**src/rtl/svc_pkg.sv**
```systemverilog
// Shared service codes and arbiter state encoding for the service display arbiter.
package svc_pkg;

  localparam logic [3:0] SVC1     = 4'b1000;
  localparam logic [3:0] SVC2     = 4'b0100;
  localparam logic [3:0] SVC3     = 4'b0010;
  localparam logic [3:0] SVC4     = 4'b0001;
  localparam logic [3:0] SVC_NONE = 4'b0000;

  typedef logic [2:0] arb_state_t;

  localparam arb_state_t ST_IDLE     = 3'd0;
  localparam arb_state_t ST_OWN      = 3'd1;
  localparam arb_state_t ST_DONE     = 3'd2;
  localparam arb_state_t ST_CONFLICT = 3'd3;
  localparam arb_state_t ST_PREEMPT  = 3'd4;

  function automatic logic [2:0] popcount4(input logic [3:0] v);
    return 3'(v[0]) + 3'(v[1]) + 3'(v[2]) + 3'(v[3]);
  endfunction

endpackage

```
**src/rtl/service_display_arbiter_digit_scan.sv**
```systemverilog
// Time-multiplexed 4-digit scan with blink masking; anode and digit are registered.
module digit_scan #(
  parameter int unsigned SCAN_W  = 16,
  parameter int unsigned BLINK_W = 25
) (
  input  logic        clk_osc,
  input  logic        reset,
  input  logic        i_active,
  input  logic [15:0] i_word,
  input  logic [3:0]  i_mask,
  input  logic        i_blink_en,
  output logic [3:0]  o_anode,
  output logic [3:0]  o_digit
);

  logic [SCAN_W-1:0]  r_cnt;
  logic [BLINK_W-1:0] r_bcnt;
  logic [3:0]         r_anode;
  logic [3:0]         r_digit;
  logic [1:0]         w_idx;
  logic               w_phase;
  logic               w_hide;
  logic [3:0]         w_nibble;

  assign w_idx   = r_cnt[SCAN_W-1 -: 2];
  assign w_phase = r_bcnt[BLINK_W-1];
  // Masked digit is hidden only during the invisible half of the blink period.
  assign w_hide  = i_blink_en & i_mask[w_idx] & ~w_phase;

  always_comb begin
    w_nibble = '0;
    case (w_idx)
      2'd0: w_nibble = i_word[3:0];
      2'd1: w_nibble = i_word[7:4];
      2'd2: w_nibble = i_word[11:8];
      2'd3: w_nibble = i_word[15:12];
      default: w_nibble = '0;
    endcase
  end

  always_ff @(posedge clk_osc or negedge reset) begin
    if (!reset) begin
      r_cnt   <= '0;
      r_bcnt  <= '0;
      r_anode <= '1;
      r_digit <= '0;
    end else begin
      r_cnt  <= r_cnt + SCAN_W'(1);
      r_bcnt <= r_bcnt + BLINK_W'(1);
      if (!i_active || w_hide) begin
        r_anode <= '1;
      end else begin
        r_anode <= ~(4'b0001 << w_idx);
      end
      r_digit <= i_active ? w_nibble : '0;
    end
  end

  assign o_anode = r_anode;
  assign o_digit = r_digit;

endmodule

```
**src/rtl/service_display_arbiter.sv**
```systemverilog
// Arbitrates display/LED ownership among four services and drives the digit scan.
// Optional alarm preemption is built when ALARM_PREEMPT_EN is defined.
module service_display_arbiter
  import svc_pkg::*;
#(
  parameter int unsigned SCAN_W   = 16,
  parameter int unsigned BLINK_W  = 25,
  parameter int unsigned STABLE_N = 4
) (
  input  logic        clk_osc,
  input  logic        reset,
  input  logic [3:0]  req,
  input  logic [3:0]  finish,
  input  logic        alarm_ring,
  input  logic [63:0] num_bus,
  input  logic [7:0]  blink_mask,
  output logic [3:0]  grant,
  output logic [3:0]  anode,
  output logic [3:0]  digit,
  output logic [3:0]  mode_led,
  output logic        conflict
);

  localparam int unsigned FILT_W = $clog2(STABLE_N + 1);

  logic [3:0]        r_req_s1;
  logic [3:0]        r_req_s2;
  logic [3:0]        r_req_cand;
  logic [3:0]        r_reqf;
  logic [FILT_W-1:0] r_stab_cnt;
  logic [FILT_W-1:0] w_stab_nx;

  arb_state_t        r_state;
  arb_state_t        w_state_nx;
  logic [3:0]        r_grant;
  logic [3:0]        w_grant_nx;
  logic [2:0]        w_pop;

  logic [15:0]       w_word;
  logic [3:0]        w_mask;
  logic              w_blink_en;

  // w_stab_nx counts identical synced samples including the current one.
  always_comb begin
    if (r_req_s2 != r_req_cand) begin
      w_stab_nx = FILT_W'(1);
    end else if (r_stab_cnt >= FILT_W'(STABLE_N)) begin
      w_stab_nx = r_stab_cnt;
    end else begin
      w_stab_nx = r_stab_cnt + FILT_W'(1);
    end
  end

  always_ff @(posedge clk_osc or negedge reset) begin
    if (!reset) begin
      r_req_s1   <= '0;
      r_req_s2   <= '0;
      r_req_cand <= '0;
      r_stab_cnt <= '0;
      r_reqf     <= '0;
    end else begin
      r_req_s1   <= req;
      r_req_s2   <= r_req_s1;
      r_req_cand <= r_req_s2;
      r_stab_cnt <= w_stab_nx;
      if (w_stab_nx >= FILT_W'(STABLE_N)) begin
        r_reqf <= r_req_s2;
      end
    end
  end

  assign w_pop = popcount4(r_reqf);

  always_comb begin
    w_state_nx = r_state;
    w_grant_nx = r_grant;
    case (r_state)
      ST_IDLE: begin
        if (w_pop > 3'd1) begin
          w_state_nx = ST_CONFLICT;
          w_grant_nx = SVC_NONE;
        end else if (r_reqf != SVC_NONE) begin
          w_state_nx = ST_OWN;
          w_grant_nx = r_reqf;
        end
      end
      ST_OWN: begin
        if (w_pop > 3'd1) begin
          w_state_nx = ST_CONFLICT;
          w_grant_nx = SVC_NONE;
        end else if ((finish & r_grant) != 4'b0000) begin
          w_state_nx = ST_DONE;
        end else if (r_reqf != r_grant) begin
          w_state_nx = ST_IDLE;
          w_grant_nx = SVC_NONE;
        end
      end
      ST_DONE: begin
        if (w_pop > 3'd1) begin
          w_state_nx = ST_CONFLICT;
          w_grant_nx = SVC_NONE;
        end else if (r_reqf != r_grant) begin
          w_state_nx = ST_IDLE;
          w_grant_nx = SVC_NONE;
        end
      end
      ST_CONFLICT: begin
        w_grant_nx = SVC_NONE;
        if (w_pop <= 3'd1) begin
          w_state_nx = ST_IDLE;
        end
      end
      default: begin
        w_state_nx = ST_IDLE;
        w_grant_nx = SVC_NONE;
      end
    endcase
`ifdef ALARM_PREEMPT_EN
    // Applied last so the alarm overrides every other transition.
    if (alarm_ring) begin
      w_state_nx = ST_PREEMPT;
      w_grant_nx = SVC4;
    end
`endif
  end

`ifndef ALARM_PREEMPT_EN
  logic w_unused_alarm;
  assign w_unused_alarm = alarm_ring;
`endif

  always_ff @(posedge clk_osc or negedge reset) begin
    if (!reset) begin
      r_state <= ST_IDLE;
      r_grant <= SVC_NONE;
    end else begin
      r_state <= w_state_nx;
      r_grant <= w_grant_nx;
    end
  end

  always_comb begin
    w_word     = '0;
    w_mask     = '0;
    w_blink_en = 1'b0;
    case (r_grant)
      SVC1: begin
        w_word     = num_bus[63:48];
        w_mask     = blink_mask[7:4];
        w_blink_en = 1'b1;
      end
      SVC2: begin
        w_word     = num_bus[47:32];
        w_mask     = blink_mask[3:0];
        w_blink_en = 1'b1;
      end
      SVC3: w_word = num_bus[31:16];
      SVC4: w_word = num_bus[15:0];
      default: w_word = '0;
    endcase
    if (r_state == ST_PREEMPT) begin
      w_blink_en = 1'b0;
    end
  end

  digit_scan #(
    .SCAN_W  (SCAN_W),
    .BLINK_W (BLINK_W)
  ) u_digit_scan (
    .clk_osc    (clk_osc),
    .reset      (reset),
    .i_active   (r_grant != SVC_NONE),
    .i_word     (w_word),
    .i_mask     (w_mask),
    .i_blink_en (w_blink_en),
    .o_anode    (anode),
    .o_digit    (digit)
  );

  assign grant    = r_grant;
  assign mode_led = ((r_state == ST_OWN) || (r_state == ST_PREEMPT)) ? r_grant : 4'b0000;
  assign conflict = (r_state == ST_CONFLICT);

endmodule

```
**config.mk**
```make
export PLATFORM = sky130hd
export DESIGN_NAME = service_display_arbiter
export DESIGN_NICKNAME = d
export VERILOG_FILES = /design/src/rtl/svc_pkg.sv /design/src/rtl/service_display_arbiter_digit_scan.sv /design/src/rtl/service_display_arbiter.sv
export SDC_FILE = /design/constraint.sdc
export NUM_CORES = 1
export LEC_CHECK = 0
export ABC_AREA = 1
export BUFFER_PORTS_ARGS = -buffer_cell sky130_fd_sc_hd__buf_2
export CAP_MARGIN = 20
export CORE_ASPECT_RATIO = 1.5
export CORE_MARGIN = 3
export CORE_UTILIZATION = 50
export CTS_BUF_LIST = sky130_fd_sc_hd__clkbuf_4 sky130_fd_sc_hd__clkbuf_8
export CTS_CLUSTER_SIZE = 20
export DETAILED_ROUTE_END_ITERATION = 10
export PLACE_DENSITY = 0.79
export SYNTH_ARGS = -nofsm -noshare
export SYNTH_HDL_FRONTEND = slang
export SYNTH_SLANG_ARGS = --single-unit
```
**constraint.sdc**
```tcl
create_clock -name clk_osc -period 1.75 [get_ports clk_osc]
set_input_delay 0.35 -clock clk_osc [delete_from_list [all_inputs] [get_ports clk_osc]]
set_output_delay 0.35 -clock clk_osc [all_outputs]
set_load 0.005 [all_outputs]
```
# After elaboration in Yosys (flattened, before gate mapping)
# Index checks and enable logic that the tools add are counted.
# classes
add_sub_neg	6
magnitude_cmp	5
n_eq_ne	16
n_shift	1
n_mux	27
n_bitwise	5
reduce_logical	11
# op_table
op	n
16-bit case mux with 4 select lines	1
4-bit 2-to-1 mux	9
3-bit 2-to-1 mux	9
25-bit by 1-bit adder with 25-bit output, second input constant	1
16-bit by 1-bit adder with 16-bit output, second input constant	1
4-bit case mux with 4 select lines	1
3-bit case mux with 4 select lines	1
4-bit case mux with 3 select lines	1
4-bit nonzero test	3
4-bit inequality test	2
4-bit case mux with 2 select lines	1
3-bit by 2-bit equality test with 1-bit output, second input constant	2
3-bit >= comparator, second input constant	2
3-bit inequality test, second input constant	2
4-bit bitwise AND	1
2-bit equality test, second input constant	2
4-bit by 1-bit equality test with 1-bit output, second input constant	1
4-bit by 2-bit equality test with 1-bit output, second input constant	1
4-bit by 3-bit equality test with 1-bit output, second input constant	1
4-bit equality test, second input constant	1
4-bit inverter	1
2-bit AND reduction	2
1-bit by 2-bit left shift with 4-bit output, first input constant	1
2-bit by 1-bit adder with 3-bit output	1
other kinds (19)	23
# word_totals
ff_bits	75
inputBits	83
out_inout_bits	17
word_cells	82

# Logic depth before layout (Yosys ltp)
# Gate-level depths: netlist of run 1.
# logic_depth
word_depth	8
mapped_depth	11
ltp_nobuf	10

# Hierarchy
# Synthesis of run 1 repeated with hierarchy kept, for this count alone.
# unflattened
cells_unflattened	549
hier_area_um2	4269.1
# modules_own_cells
mod	instances	cells_each	area_each_um2	seq_area_each_um2
digit_scan	1	292	2373.5	1231.2
service_display_arbiter	1	257	1895.6	650.6

# Least setup slack after synthesis of run 1
# No wires, ideal clock.
# synth_timing
path_kind	register to register
startpoint	register r_reqf[0]
endpoint	register r_state[1]
setup_time_ps	122
arrival_ps	1594
t_required_ps	1628
slack_ps	34
stages_incl_launch_ff	9
n_path_buf	0
synth_period_minus_slack_ps	1716
cell_sequence	dfrtp_1 inv_1 fa_1 o21ai_2 nor2_1 nand2_1 and2_1 nand2_1 o21ai_1
# synth_via
elab_chain_cells	6
elab_cells_between_ends	16
cone_classes	3 x add/sub; 2 x order compare; 3 x eq/ne; 6 x mux; 2 x reduce/logical
# synth_rtl
item	line	rtl
from (decl)	service_display_arbiter.sv:29	logic [3:0] r_reqf;
from (signal assigned)	service_display_arbiter.sv:67	r_reqf <= r_req_s2;
1-bit by 1-bit adder with 2-bit output	svc_pkg.sv:19	return 3'(v[0]) + 3'(v[1]) + 3'(v[2]) + 3'(v[3]);
2-bit by 1-bit adder with 3-bit output	svc_pkg.sv:19	
3-bit by 1-bit adder with 3-bit output	svc_pkg.sv:19	
3-bit by 1-bit greater-than comparator with 1-bit output / 3-bit by 1-bit <= comparator with 1-bit output (equally long branches)	--	
3-bit 2-to-1 mux (tied with other cells)	service_display_arbiter.sv:99	if (w_pop > 3'd1) begin
3-bit case mux with 4 select lines / 2-bit AND reduction (equally long branches)	--	
to (signal assigned)	service_display_arbiter.sv:137	r_state <= w_state_nx;
to (decl)	service_display_arbiter.sv:33	arb_state_t r_state;
# Parallel ways exist; a longest one is shown, timed or not.
# A chain may end at the register's enable or synchronous reset.

# Final worst setup path of run 1
# layout_timing
startpoint	register r_reqf[3]
endpoint	register r_state[1]
# layout_via
elab_chain_cells	5
elab_cells_between_ends	14
cone_classes	1 x add/sub; 2 x order compare; 3 x eq/ne; 6 x mux; 2 x reduce/logical
# layout_rtl
item
parallel branches: the longest is 5 deep, another holds 3-bit by 1-bit adder with 3-bit output
# Several ways; the timed one is not identified.

==> results.md, run 1 <==
Critical path:
- The largest fanout of any net on the critical path is 5.
- The cell with the largest stage delay on the worst path is sky130_fd_sc_hd__fa_1.
- By startpoint and endpoint, the worst setup path is classified as flip-flop to flip-flop.
- The worst register-to-register path has a depth of 7.
- For flop-to-flop paths, the worst setup slack is -0.008 ns.
- The family of cells with the greatest summed delay on the critical path is adder cells.
- The critical path startpoint category is a flip-flop.
- The critical path endpoint category is a flip-flop.
- The worst path buffer plus inverter count is 1.
- The launch instance of the worst register-to-register path is r_reqf[3].
- STA puts the critical path data required time at between 1.5 and 2 ns.
- The worst endpoint data arrival time is between 1.5 and 2 ns.
- The largest stage delay on the critical path is 0.52 ns.
- Traced cell by cell, the critical path runs through inv_2, fa_1, o21ai_4, nand2_1, and2_1, nand2_1, o21ai_1.
- The worst flop-to-flop path endpoint is r_state[1].
- The most used cell along the critical path is sky130_fd_sc_hd__nand2_1.

Detailed routing:
- The post-detailed-route via-to-cell ratio is 5.10.
- The post-detailed-route wirelength per cell is 13.2 um.
- In this run, the number of DRC markers left after iteration 0 of detailed routing was 162.
- The via count is 3,731.
- The total wire length is 9.66 mm.
- The residual DRC count is 0.
- The first detailed-routing pass ran for 4 iterations.
- The number of nets with antenna violations after detailed routing is 0.

Layout:
- The filler cells instantiated in the layout total 677.
- The number of standard cells in the final layout excluding fillers is between 700 and 800.
- The area used by sequential logic in the layout is 1880 um^2.
- The final layout net count is around 710.
- The repair_antennas step left the layout with diodes totalling 0.
- The area added between synthesis and finish is 25.4%.
- For this run, the share of the core covered by cells in the final layout is 65.1%.
- The post-route netlist has ~28% of its cells at a drive strength greater than 1.
- The area of all placed cells without fillers is between 5000 and 6000 um^2.
- In the final layout, the multi-input gates occupy about 1900 um^2.

Global routing:
- The initial antenna violation count is 0.
- For this run, the total global-route usage over all layers was measured as around 22%.
- The first global-routing pass estimated 15.9 mm of wire.
- The final global-route overflow total is 0.
- The maximum number of pins on one net before global-route repair is 76.
- The number of global-route vias before repair is around 3,600.

Placement:
- In this run, placement finished with an instance count of 714.
- The half-perimeter wire length of the detailed placement result is 7.35 mm.
- The count of buffers inserted at the top-level ports is 98.
- The standard cell area after detailed placement is 4740 um^2.
- Routability-driven placement finished with a final weighted congestion of 0.871.
- The worst setup timing slack at the placement stage is roughly 0.0012 ns.

Clocking:
- The number of clock buffers added by TritonCTS is 9.
- The root buffer selected by CTS is sky130_fd_sc_hd__clkbuf_8.
- The number of buffers added to fix hold violations after cts is 0.
- The maximum clock insertion buffer count is 2.
- Clock-pin slew was measured on the worst setup and hold paths at 0.09 ns.
- The later pin in the worst-skew pair is clocked with a latency of 0.35 ns.
- Counting every sink on the clock net gives 75.
- TritonCTS built the clock tree.
- The total number of H-tree levels is 3.

Logic synthesis:
- After synthesis, the share of flip-flops with an asynchronous set or reset is 100%.
- The number of enable flip-flop cells after synthesis is 0.
- Dividing the synthesized area by the synthesized cell count gives 7.92 um^2.
- The number of register bits inferred by synthesis is 75.
- The number of warning messages in the yosys log is 0.
- The share of the yosys chip area belonging to registers is 47.0%.
- The number of nets in the synthesized netlist is between 500 and 600.
- The most used flip-flop cell after synthesis is sky130_fd_sc_hd__dfrtp_1.
- Summing every instance area after synthesis gives 4000 um^2.
- The distinct cell type count of the synthesized netlist is 29.
- Synthesis produced 505 cells.

Floorplan:
- The area of the die is 9130 um^2.
- The x dimension of the die is a little under 80 um.
- For this configuration, the core starts out at a cell density of 51.9%.
- The area of the core is 7710 um^2.
- 100 I/O pins were placed.
- The die height is 116 um.
- In this run the core area contains 39 standard-cell rows.

Power:
- In this run the static leakage power is 2.60 nW.
- The maximum resistive drop on vdd is 0.678 mV.
- The final total power is 4.15 mW.
- The power density relative to cell area is 827 nW/um^2.

Timing:
- The period utilization is 100%.
- The worst setup skew after layout is 0.0103 ns.
- The worst path in the final design needs a cycle of 1.76 ns, including I/O delays and setup.
- The final hold violation count came to 0.
- The count of pins over their slew limit is 0.
- Setup slack on the critical path of the routed design comes to -0.00768 ns.
- The setup violation total in the final timing report is 1.
- Setup repair after global routing could not meet its margin everywhere.
- Static timing analysis puts the maximum clock frequency at 0.569 GHz.

Outcome:
- The flow ran to the end, but the final reports show violations.
- The checks that failed: setup timing.

Min path:
- The min-delay analysis places its worst path in the category input port to asynchronous set/reset pin.

Run:
- Max-cap violations in this run came to 0.
## cell usage after synthesis, types with 2 or more instances
master,count,area share (%)
sky130_fd_sc_hd__nor2_4,2,0.56
sky130_fd_sc_hd__inv_1,37,3.5
sky130_fd_sc_hd__dfstp_2,4,2.6
sky130_fd_sc_hd__xor2_1,25,5.5
sky130_fd_sc_hd__o21ai_1,9,1.1
sky130_fd_sc_hd__nor2_1,61,5.7
sky130_fd_sc_hd__buf_4,2,0.38
sky130_fd_sc_hd__nand3_1,76,9.5
sky130_fd_sc_hd__ha_1,5,1.6
sky130_fd_sc_hd__nor2_2,6,0.94
sky130_fd_sc_hd__o21ai_0,9,1.1
sky130_fd_sc_hd__and2_1,2,0.31
sky130_fd_sc_hd__nand2_1,136,13
sky130_fd_sc_hd__nor3_2,2,0.50
sky130_fd_sc_hd__buf_2,6,0.75
sky130_fd_sc_hd__inv_2,8,0.75
sky130_fd_sc_hd__dfrtp_1,71,44
sky130_fd_sc_hd__xnor2_1,16,3.5
sky130_fd_sc_hd__nor3_1,5,0.63
sky130_fd_sc_hd__a21oi_1,4,0.50
sky130_fd_sc_hd__nand4_1,11,1.7
## layer usage
layer / vias to the layer above / wire length, um / share of wire [%] / GRT usage (%)
met5: - / 0 / 0 / 0
met4: 0 / 300 / 3.1 / 10.6
met3: 32 / 561 / 5.8 / 4.51
met2: 131 / 5120 / 53 / 41.5
met1: 1715 / 3680 / 38 / 23.2
li1: 1853 / - / - / -
## flip-flops by register name, indices dropped and copies added (netlist names)
name and flops:
r_state 3, r_stab_cnt 3, r_req_s2 4, r_req_cand 4
u_digit_scan.r_bcnt 25, r_reqf 4, grant 4, u_digit_scan.o_digit 4
r_req_s1 4, u_digit_scan.r_cnt 16, u_digit_scan.o_anode 4
## worst max-delay path by stage
stage / startpoint / endpoint / slack [ns] / cells past startpoint
2_1_floorplan: r_reqf[0] / r_state[1] / 0.03 / 8
3_3_place_gp: r_reqf[3] / grant[0] / 0.04 / 10
3_5_place_dp: r_reqf[0] / grant[1] / 0.001 / 10
4_1_cts: r_state[0] / mode_led[3] / -0.01 / 5
5_1_grt: r_reqf[3] / grant[3] / -0.11 / 10
6_report: r_reqf[3] / r_state[1] / -0.008 / 7
## logic make-up (layout without fill, tap and decap cells)
| logic type | count (synthesis) | count (layout) | share of synthesized area [%] |
|---|---|---|---|
| compound gates | 24 | 24 | 3.16 |
| other cells | 1 | 1 | 0.0937 |
| buf+inv | 55 | 180 | 5.57 |
| flops | 75 | 75 | 47.0 |
| xor+xnor | 41 | 41 | 8.97 |
| simple gates | 303 | 303 | 33.1 |
| fa+ha+maj | 6 | 6 | 2.06 |
## where the power goes
part / switching, mW / internal (mW)
combinational: 0.529 / 0.375
clock: 0.690 / 0.683
sequential: 0.0639 / 1.81
total: 1.28 / 2.87
## placed cells by master, fill, tap and decap left out, drive strengths merged
cell	n
conb	1
xnor2	16
a211oi	1
xor2	25
buf	118
nor2	69
nor3	7
o21ai	19
bufinv	1
nand4	11
nor3b	1
inv	48
clkinvlp	1
and2	2
nand2	137
dfrtp	71
ha	5
clkbuf	9
a21oi	4
clkinv	3
dfstp	4
fa	1
nand3	76
## through the flow
step	hold slack (ns)	TNS, ns
after detailed placement	0.336	0
final	0.000458	-0.00768
after global routing	0.00813	-0.656
after floorplan	0.0544	0
after CTS	0.0207	-0.0204
after global placement	0.332	0
## layout make-up
type	instances	area share [%]
multi-input combinational	375	38.8
inverter	46	3.47
clock buffer	9	2.47
tap	102	2.54
timing repair buffer	118	13.5
clock inverter	7	1.67
sequential	75	37.5
## repair_timing
item,CTS,global route
resized for setup,2,15
gates cloned,0,0
pin swaps,1,6
setup endpoints to repair,9,12
buffers inserted,0,2
No activity file was read; power rests on OpenSTA's default activity.
==> run 2, diff against run 1 <==
CELL_PAD_IN_SITES_DETAIL_PLACEMENT = 1   (was unset)
CELL_PAD_IN_SITES_GLOBAL_PLACEMENT = 1   (was unset)
CORE_MARGIN = 2   (was 3)
CORE_UTILIZATION = 36   (was 50)
PLACE_DENSITY = unset   (was 0.79)
PLACE_DENSITY_LB_ADDON = 0.1   (was unset)
==> run 2 against run 1 <==
Compared with the run above:
- the run ends with hold timing, setup timing left
- clock-buffer cell count increased by 1
- final area rose by 2.6%
- critical endpoint is now grant[3]
- sequential power hardly changed
- register-to-register slack about the same
- core utilization down 18 points
==> results.md, run 2 (synthesized netlist as in run 1, its figures left out) <==
Layout:
- The library cell used most frequently in the layout, excluding fill and tap cells, is sky130_fd_sc_hd__nand2_1.
- Relative to the synthesized area, the layout overhead comes to 28.7%.
- The largest registers in the layout are u_digit_scan.r_bcnt x25, u_digit_scan.r_cnt x16.
- The register with the highest flop count is u_digit_scan.r_bcnt.
- In the layout the commonest cells are 133 x sky130_fd_sc_hd__nand2_1, 98 x sky130_fd_sc_hd__buf_2, 76 x sky130_fd_sc_hd__nand3_1.
- The final layout net count is 724 (+1.4%).
- The number of standard cells in the final layout excluding fillers is 787 (+7.5%).
- The number of flip-flops under the largest register name is 25 (unchanged).
- The number of inserted diodes was 0 (unchanged).
- The share of layout cells above drive strength 1 is 29.2% (+1.6 points).

Floorplan:
- The boundary pin count came to 100 (unchanged).
- The initial core utilization is 36.6% (-15 points).
- The x dimension of the die was 90.1 um (+14%).
- The area of the die was 12,000 um^2 (+31%).
- The die height is 133 um (+15%).
- The number of core rows is 47 (+21%).
- The area of the core is 10,900 um^2 (+42%).

Timing:
- The setup violation total in the final timing report came to 1 (unchanged).
- The worst setup skew after layout is 0.0135 ns (+0.00323 ns).
- The period utilization is 100% (about the same).
- The shortest period the worst path allows came to 1.76 ns (+0.000543 ns).
- The maximum clock frequency is 0.569 GHz (about the same).
- Setup repair after global routing could not meet its margin everywhere.
- The count of pins over their slew limit came to 0 (unchanged).
- The minimum setup slack in the final design came to -0.00822 ns (-0.000543 ns).
- The final worst hold slack was -0.00853 ns (-0.00899 ns).
- The final hold violation count is 1 (+1).

Clocking:
- The maximum clock insertion buffer count is 2 (unchanged).
- The clock latency on the worst-skew pair was 0.36 ns (about the same).
- TritonCTS built the clock tree.
- The clock slew at the register clock pins of the worst setup and hold paths is 0.09 ns (about the same).
- The TritonCTS buffer count is 9 (unchanged).
- The total number of H-tree levels is 3 (unchanged).
- The number of clock sinks is 75 (unchanged).
- The cell sitting at the root of the clock tree is a sky130_fd_sc_hd__clkbuf_8.

Power:
- The standby leakage power is 2.66 nW (+2.0%).
- The switching part of the total power is 31.3% (+0.37 points).
- The proportion of power drawn by flip-flops and latches is 43.5% (-1.6 points).
- The fraction of power consumed by combinational cells is 23.3% (+1.5 points).
- The net switching power of the design is 1.34 mW (+4.8%).
- The maximum resistive drop on vdd is 0.597 mV (-12%).
- The proportion of power drawn by the clock network is 33.2% (about the same).
- The power density relative to cell area was 834 nW/um^2 (+0.88%).
- The cell-internal power is 2.95 mW (+3.0%).

Placement:
- The half-perimeter wire length of the detailed placement result is 8.98 mm (+22%).
- The routability congestion estimate was 0.811 (-6.9%).
- The count of buffers inserted at the top-level ports is 98 (unchanged).
- The worst setup timing slack at the placement stage is -0.0666 ns (-0.0678 ns).
- The cell total after placement is 764 (+7.0%).

Detailed routing:
- The number of nets with antenna violations after detailed routing came to 0 (unchanged).
- The first-pass iteration count of the detailed router came to 4 (unchanged).
- The total wire length was 11.5 mm (+20%).
- The post-detailed-route via-to-cell ratio is 4.85 (-4.9%).
- The initial DRC count is 112 (-31%).
- The via count was 3,815 (+2.3%).
- The residual DRC count is 0 (unchanged).
- The post-detailed-route wirelength per cell is 14.7 um (+11%).

Global routing:
- The initial antenna violation count was 0 (unchanged).
- The global-route wire length before repair is 19.7 mm (+24%).
- The number of global-route vias before repair came to 4,221 (+16%).
- The maximum number of pins on one net before global-route repair is 76 (unchanged).
- The overall global routing resource usage is 20.4% (-1.7 points).
- The final global-route overflow total came to 0 (unchanged).

Run:
- The count of maximum capacitance violations was 0 (unchanged).

Outcome:
- The run finished, with violations left.
- The final reports fail on hold timing, setup timing.

Critical path:
- The largest fanout of any net on the critical path was 5 (unchanged).
- The critical path endpoint category is a flip-flop.
- The critical setup path kind is flip-flop to flip-flop.
- The worst endpoint data arrival time is 2.01 ns (+0.02 ns).
- The critical path startpoint category is a flip-flop.
- The required arrival time at the worst endpoint is 2.00 ns (about the same).

Min path:
- The min-delay analysis places its worst path in the category input port to asynchronous set/reset pin.
[run 2: power groups by stage]
stage                     Clock, mW  Sequential [mW]  Combinational [mW]
after floorplan                   0             1.89               0.468
after global placement            0             1.89               0.870
after detailed placement          0             1.89               0.897
after CTS                      1.49             1.86               0.966
after global routing           1.54             1.88                1.12
final                          1.43             1.87                1.00
[run 2: final cells by class]
type | count | area (um^2)
Multi-Input combinational cell | 375 | 1960
Clock buffer | 10 | 138
Timing Repair Buffer | 128 | 741
Fill cell | 1425 | 5790
Inverter | 46 | 174
Tap cell | 147 | 184
Clock inverter | 6 | 70.1
Sequential cell | 75 | 1890
[run 2: worst paths after layout]
check	slack [ns]	endpoint	startpoint	cells past startpoint
min in group clk_osc	0.09	r_req_s1[0]	req[0]	1
setup reg to reg	-0.008	grant[3]	r_reqf[0]	8
max in group asynchronous	1.37	u_digit_scan.o_anode[2]	reset	2
hold reg to reg	0.35	r_req_s2[2]	r_req_s1[2]	0
setup / recovery	-0.008	grant[3]	r_reqf[0]	8
hold / removal	-0.009	u_digit_scan.o_digit[1]	reset	2
[run 2: what timing repair did]
item / 4_1_cts / 5_1_grt
hold buffers: 0 / 0
endpoints found under the setup margin: 10 / 18
setup buffers: 4 / 3
resized for setup: 10 / 12
pin swaps: 8 / 4
cloned: 0 / 0
[run 2: critical path, stage by stage (launching register included)]
cell and delay [ns]:
sky130_fd_sc_hd__dfrtp_1 0.39, sky130_fd_sc_hd__inv_2 0.06, sky130_fd_sc_hd__fa_1 0.50, sky130_fd_sc_hd__o21ai_4 0.23
sky130_fd_sc_hd__nor2_2 0.08, sky130_fd_sc_hd__buf_4 0.13, sky130_fd_sc_hd__buf_4 0.13, sky130_fd_sc_hd__nand2_1 0.06
sky130_fd_sc_hd__nand2_1 0.05
[run 2: per-layer routing]
metal	vias to the layer above	global-route usage [%]	share of wire, %
li1	1862	-	-
met1	1831	21.1	38
met2	98	39.2	55
met3	24	4.64	4.5
met4	0	7.95	2.4
met5	-	0	0
[run 2: stage by stage]
step / TNS (ns) / util [%] / power (mW) / area [um^2]
after global placement: -0.0328 / 44.1 / 2.76 / 4820
after floorplan: 0 / - / 2.36 / 4000
final: -0.00822 / 47.1 / 4.30 / 5150
after CTS: -0.0483 / 46.5 / 4.32 / 5080
after global routing: -0.616 / 47.1 / 4.55 / 5150
after detailed placement: -0.296 / 44.1 / 2.79 / 4820
==> run 3, diff against run 2 <==
SETUP_SLACK_MARGIN = 0.4   (was unset)
==> run 3 against run 2 <==
Compared with the run above:
- critical endpoint is now grant[0]
- worst setup slack better by 0.019 ns
- sequential share of layout area down 7.2 points
- the flow now finishes without violations
- sequential power about the same
- highest routed layer unchanged
==> results.md, run 3 (synthesized netlist as in run 1, its figures left out) <==
Outcome:
- The flow ran to the end, and the final reports show no timing, DRC or antenna violations.

Placement:
- The worst setup timing slack at the placement stage was -0.0463 ns (+0.0203 ns).
- The cell total after placement is 759 (-0.65%).
- The count of buffers inserted at the top-level ports is 98 (unchanged).
- The routability congestion estimate is 0.807 (-0.41%).
- The half-perimeter wire length of the detailed placement result is 8.91 mm (-0.78%).

Timing:
- The final hold violation count is 0 (-1).
- The setup TNS came to 0 ns (+0.00822 ns).
- The maximum clock frequency is 0.575 GHz (+1.1%).
- The minimum setup slack in the final design is 0.0103 ns (+0.0186 ns).
- The count of pins over their slew limit came to 0 (unchanged).
- The setup violation total in the final timing report came to 0 (-1).
- The worst setup skew after layout is 0.0162 ns (+0.00270 ns).
- The shortest period the worst path allows was 1.74 ns (-0.0186 ns).
- The period utilization came to 99.4% (-1.1 points).
- Setup repair after global routing could not meet its margin everywhere.

Layout:
- The final-layout fill cell count is 1,305 (-8.4%).
- The number of standard cells in the final layout excluding fillers is 846 (+7.5%).
- The area added between synthesis and finish is 60.5%.
- Leaving out fill and tap cells, the most frequent cells in the layout are 106 x sky130_fd_sc_hd__nand2_1, 92 x sky130_fd_sc_hd__buf_2, 63 x sky130_fd_sc_hd__dfrtp_1.
- The share of layout cells above drive strength 1 is 49.4% (+20 points).
- The library cell used most frequently in the layout, excluding fill and tap cells, is sky130_fd_sc_hd__nand2_1.
- The number of inserted diodes was 0 (unchanged).
- Ranked by flip-flop count, first place goes to u_digit_scan.r_bcnt.
- The final layout net count came to 783 (+8.1%).
- The number of flip-flops under the largest register name came to 25 (unchanged).
- The largest registers in the layout are u_digit_scan.r_bcnt x25, u_digit_scan.r_cnt x16.

Clocking:
- The TritonCTS buffer count is 9 (unchanged).
- The clock slew at the register clock pins of the worst setup and hold paths was 0.08 ns (about the same).
- The clock latency on the worst-skew pair is 0.36 ns (about the same).
- The maximum clock insertion buffer count is 2 (unchanged).
- The total number of H-tree levels is 3 (unchanged).
- TritonCTS built the clock tree.
- The number of clock sinks was 75 (unchanged).
- The tree is rooted in a sky130_fd_sc_hd__clkbuf_8.

Critical path:
- The required arrival time at the worst endpoint is 1.99 ns (about the same).
- The critical path startpoint category is a flip-flop.
- The most used cell along the critical path is sky130_fd_sc_hd__nand2_1.
- The worst endpoint data arrival time came to 1.98 ns (-0.03 ns).
- The cell with the largest stage delay on the worst path is sky130_fd_sc_hd__fa_2.
- The critical path endpoint category is a flip-flop.
- The worst setup path is of the flip-flop to flip-flop kind.
- The flop-to-flop setup slack is 0.01 ns (+0.02 ns).
- Walking the worst path, the cells encountered are inv_2, fa_2, o21ai_4, nor2_2, nand2_1, nand2_1, inv_1, nand2_2, nand2_1, nand2_1.
- The largest fanout of any net on the critical path was 5 (unchanged).
- The largest stage delay on the critical path is 0.47 ns (-0.03 ns).

Power:
- The final total power is 4.61 mW (+7.3%).
- The maximum resistive drop on vdd is 0.701 mV (+17%).
- The net switching power of the design is 1.48 mW (+10%).
- The switching part of the total power is 32.2% (+0.92 points).
- The power density relative to cell area is 718 nW/um^2 (-14%).
- The proportion of power drawn by flip-flops and latches is 40.9% (-2.6 points).
- The proportion of power drawn by the clock network is 30.1% (-3.1 points).
- The fraction of power consumed by combinational cells is 29.0% (+5.7 points).
- The standby leakage power is 3.22 nW (+21%).
- The cell-internal power is 3.12 mW (+5.8%).

Floorplan:
- The x dimension of the die is 90.1 um (unchanged).
- The area of the die is 12,000 um^2 (unchanged).
- The boundary pin count was 100 (unchanged).
- The initial core utilization is 36.6% (unchanged).
- The area of the core is 10,900 um^2 (unchanged).
- The die height is 133 um (unchanged).
- The number of core rows is 47 (unchanged).

Min path:
- The tightest min-delay check is of the input port to flip-flop type.

Detailed routing:
- The first-pass iteration count of the detailed router is 4 (unchanged).
- The initial DRC count is 86 (-23%).
- The post-detailed-route wirelength per cell is 16.8 um (+15%).
- The total wire length came to 14.2 mm (+23%).
- The residual DRC count is 0 (unchanged).
- The number of nets with antenna violations after detailed routing came to 0 (unchanged).
- The post-detailed-route via-to-cell ratio came to 4.96 (+2.2%).
- The via count was 4,192 (+9.9%).

Global routing:
- The global-route wire length before repair was 21.4 mm (+8.2%).
- The overall global routing resource usage is 22.3% (+2.0 points).
- The initial antenna violation count is 0 (unchanged).
- The maximum number of pins on one net before global-route repair came to 45 (-41%).
- The number of global-route vias before repair was 4,373 (+3.6%).
- The final global-route overflow total is 0 (unchanged).

Run:
- The count of maximum capacitance violations was 0 (unchanged).
-- run 3: power groups by stage --
stage          Sequential, mW  Clock, mW  Combinational, mW
2_1_floorplan            1.89          0              0.478
3_3_place_gp             1.90          0              0.851
3_5_place_dp             1.91          0              0.877
4_1_cts                  1.88       1.43               1.19
5_1_grt                  1.90       1.50               1.45
6_report                 1.88       1.39               1.33
-- run 3: what timing repair did --
action | 4_1_cts | 5_1_grt
endpoints found under the hold margin | 12 | 0
pin swaps | 54 | 65
setup buffers | 36 | 29
gates cloned | 4 | 1
hold buffers | 1 | 0
endpoints found under the setup margin | 50 | 55
gates resized for setup | 94 | 104
-- run 3: worst paths after layout --
kind | from | end | cells after the start
max | r_reqf[0] | grant[0] | 10
min | req[2] | r_req_s1[2] | 1
max reg2reg | r_reqf[0] | grant[0] | 10
min reg2reg | r_req_s1[1] | r_req_s2[1] | 0
max in group asynchronous | reset | u_digit_scan.o_anode[2] | 3
min in group asynchronous | reset | r_reqf[1] | 2
-- run 3: worst max-delay path: cells and delay by family, from the launching register on --
family | cells | cell delay (ns)
AND/OR/NAND/NOR | 6 | 0.38
adder cells (fa/ha/maj) | 1 | 0.47
AO/OA/AOI/OAI | 1 | 0.21
flip-flops | 1 | 0.41
buffers and inverters | 2 | 0.14
-- run 3: metal layers --
metal  GRT usage, %  vias up  part of all wire, %
met5              0        -                    0
met1           24.0     2063                   38
li1               -     2005                    -
met3           4.19       25                  3.0
met4           6.84        0                  2.3
met2           43.7       99                   57
-- run 3: area by class of cell --
type / instances / area, um^2 / area share, %
multi-input combinational: 375 / 2520 / 39.3
sequential: 75 / 1890 / 29.5
timing repair buffer: 187 / 1430 / 22.3
inverter: 46 / 190 / 2.96
tap: 147 / 184 / 2.86
clock buffer: 11 / 139 / 2.16
clock inverter: 5 / 61.3 / 0.955
-- run 3: per-stage QoR --
step / hold slack, ns / utilization [%] / instance area, um^2
2_1_floorplan: 0.0544 / - / 4040
3_3_place_gp: 0.293 / 44.2 / 4830
3_5_place_dp: 0.297 / 44.2 / 4830
4_1_cts: 0.0756 / 53.0 / 5790
5_1_grt: 0.0707 / 58.7 / 6420
6_report: 0.0971 / 58.7 / 6420
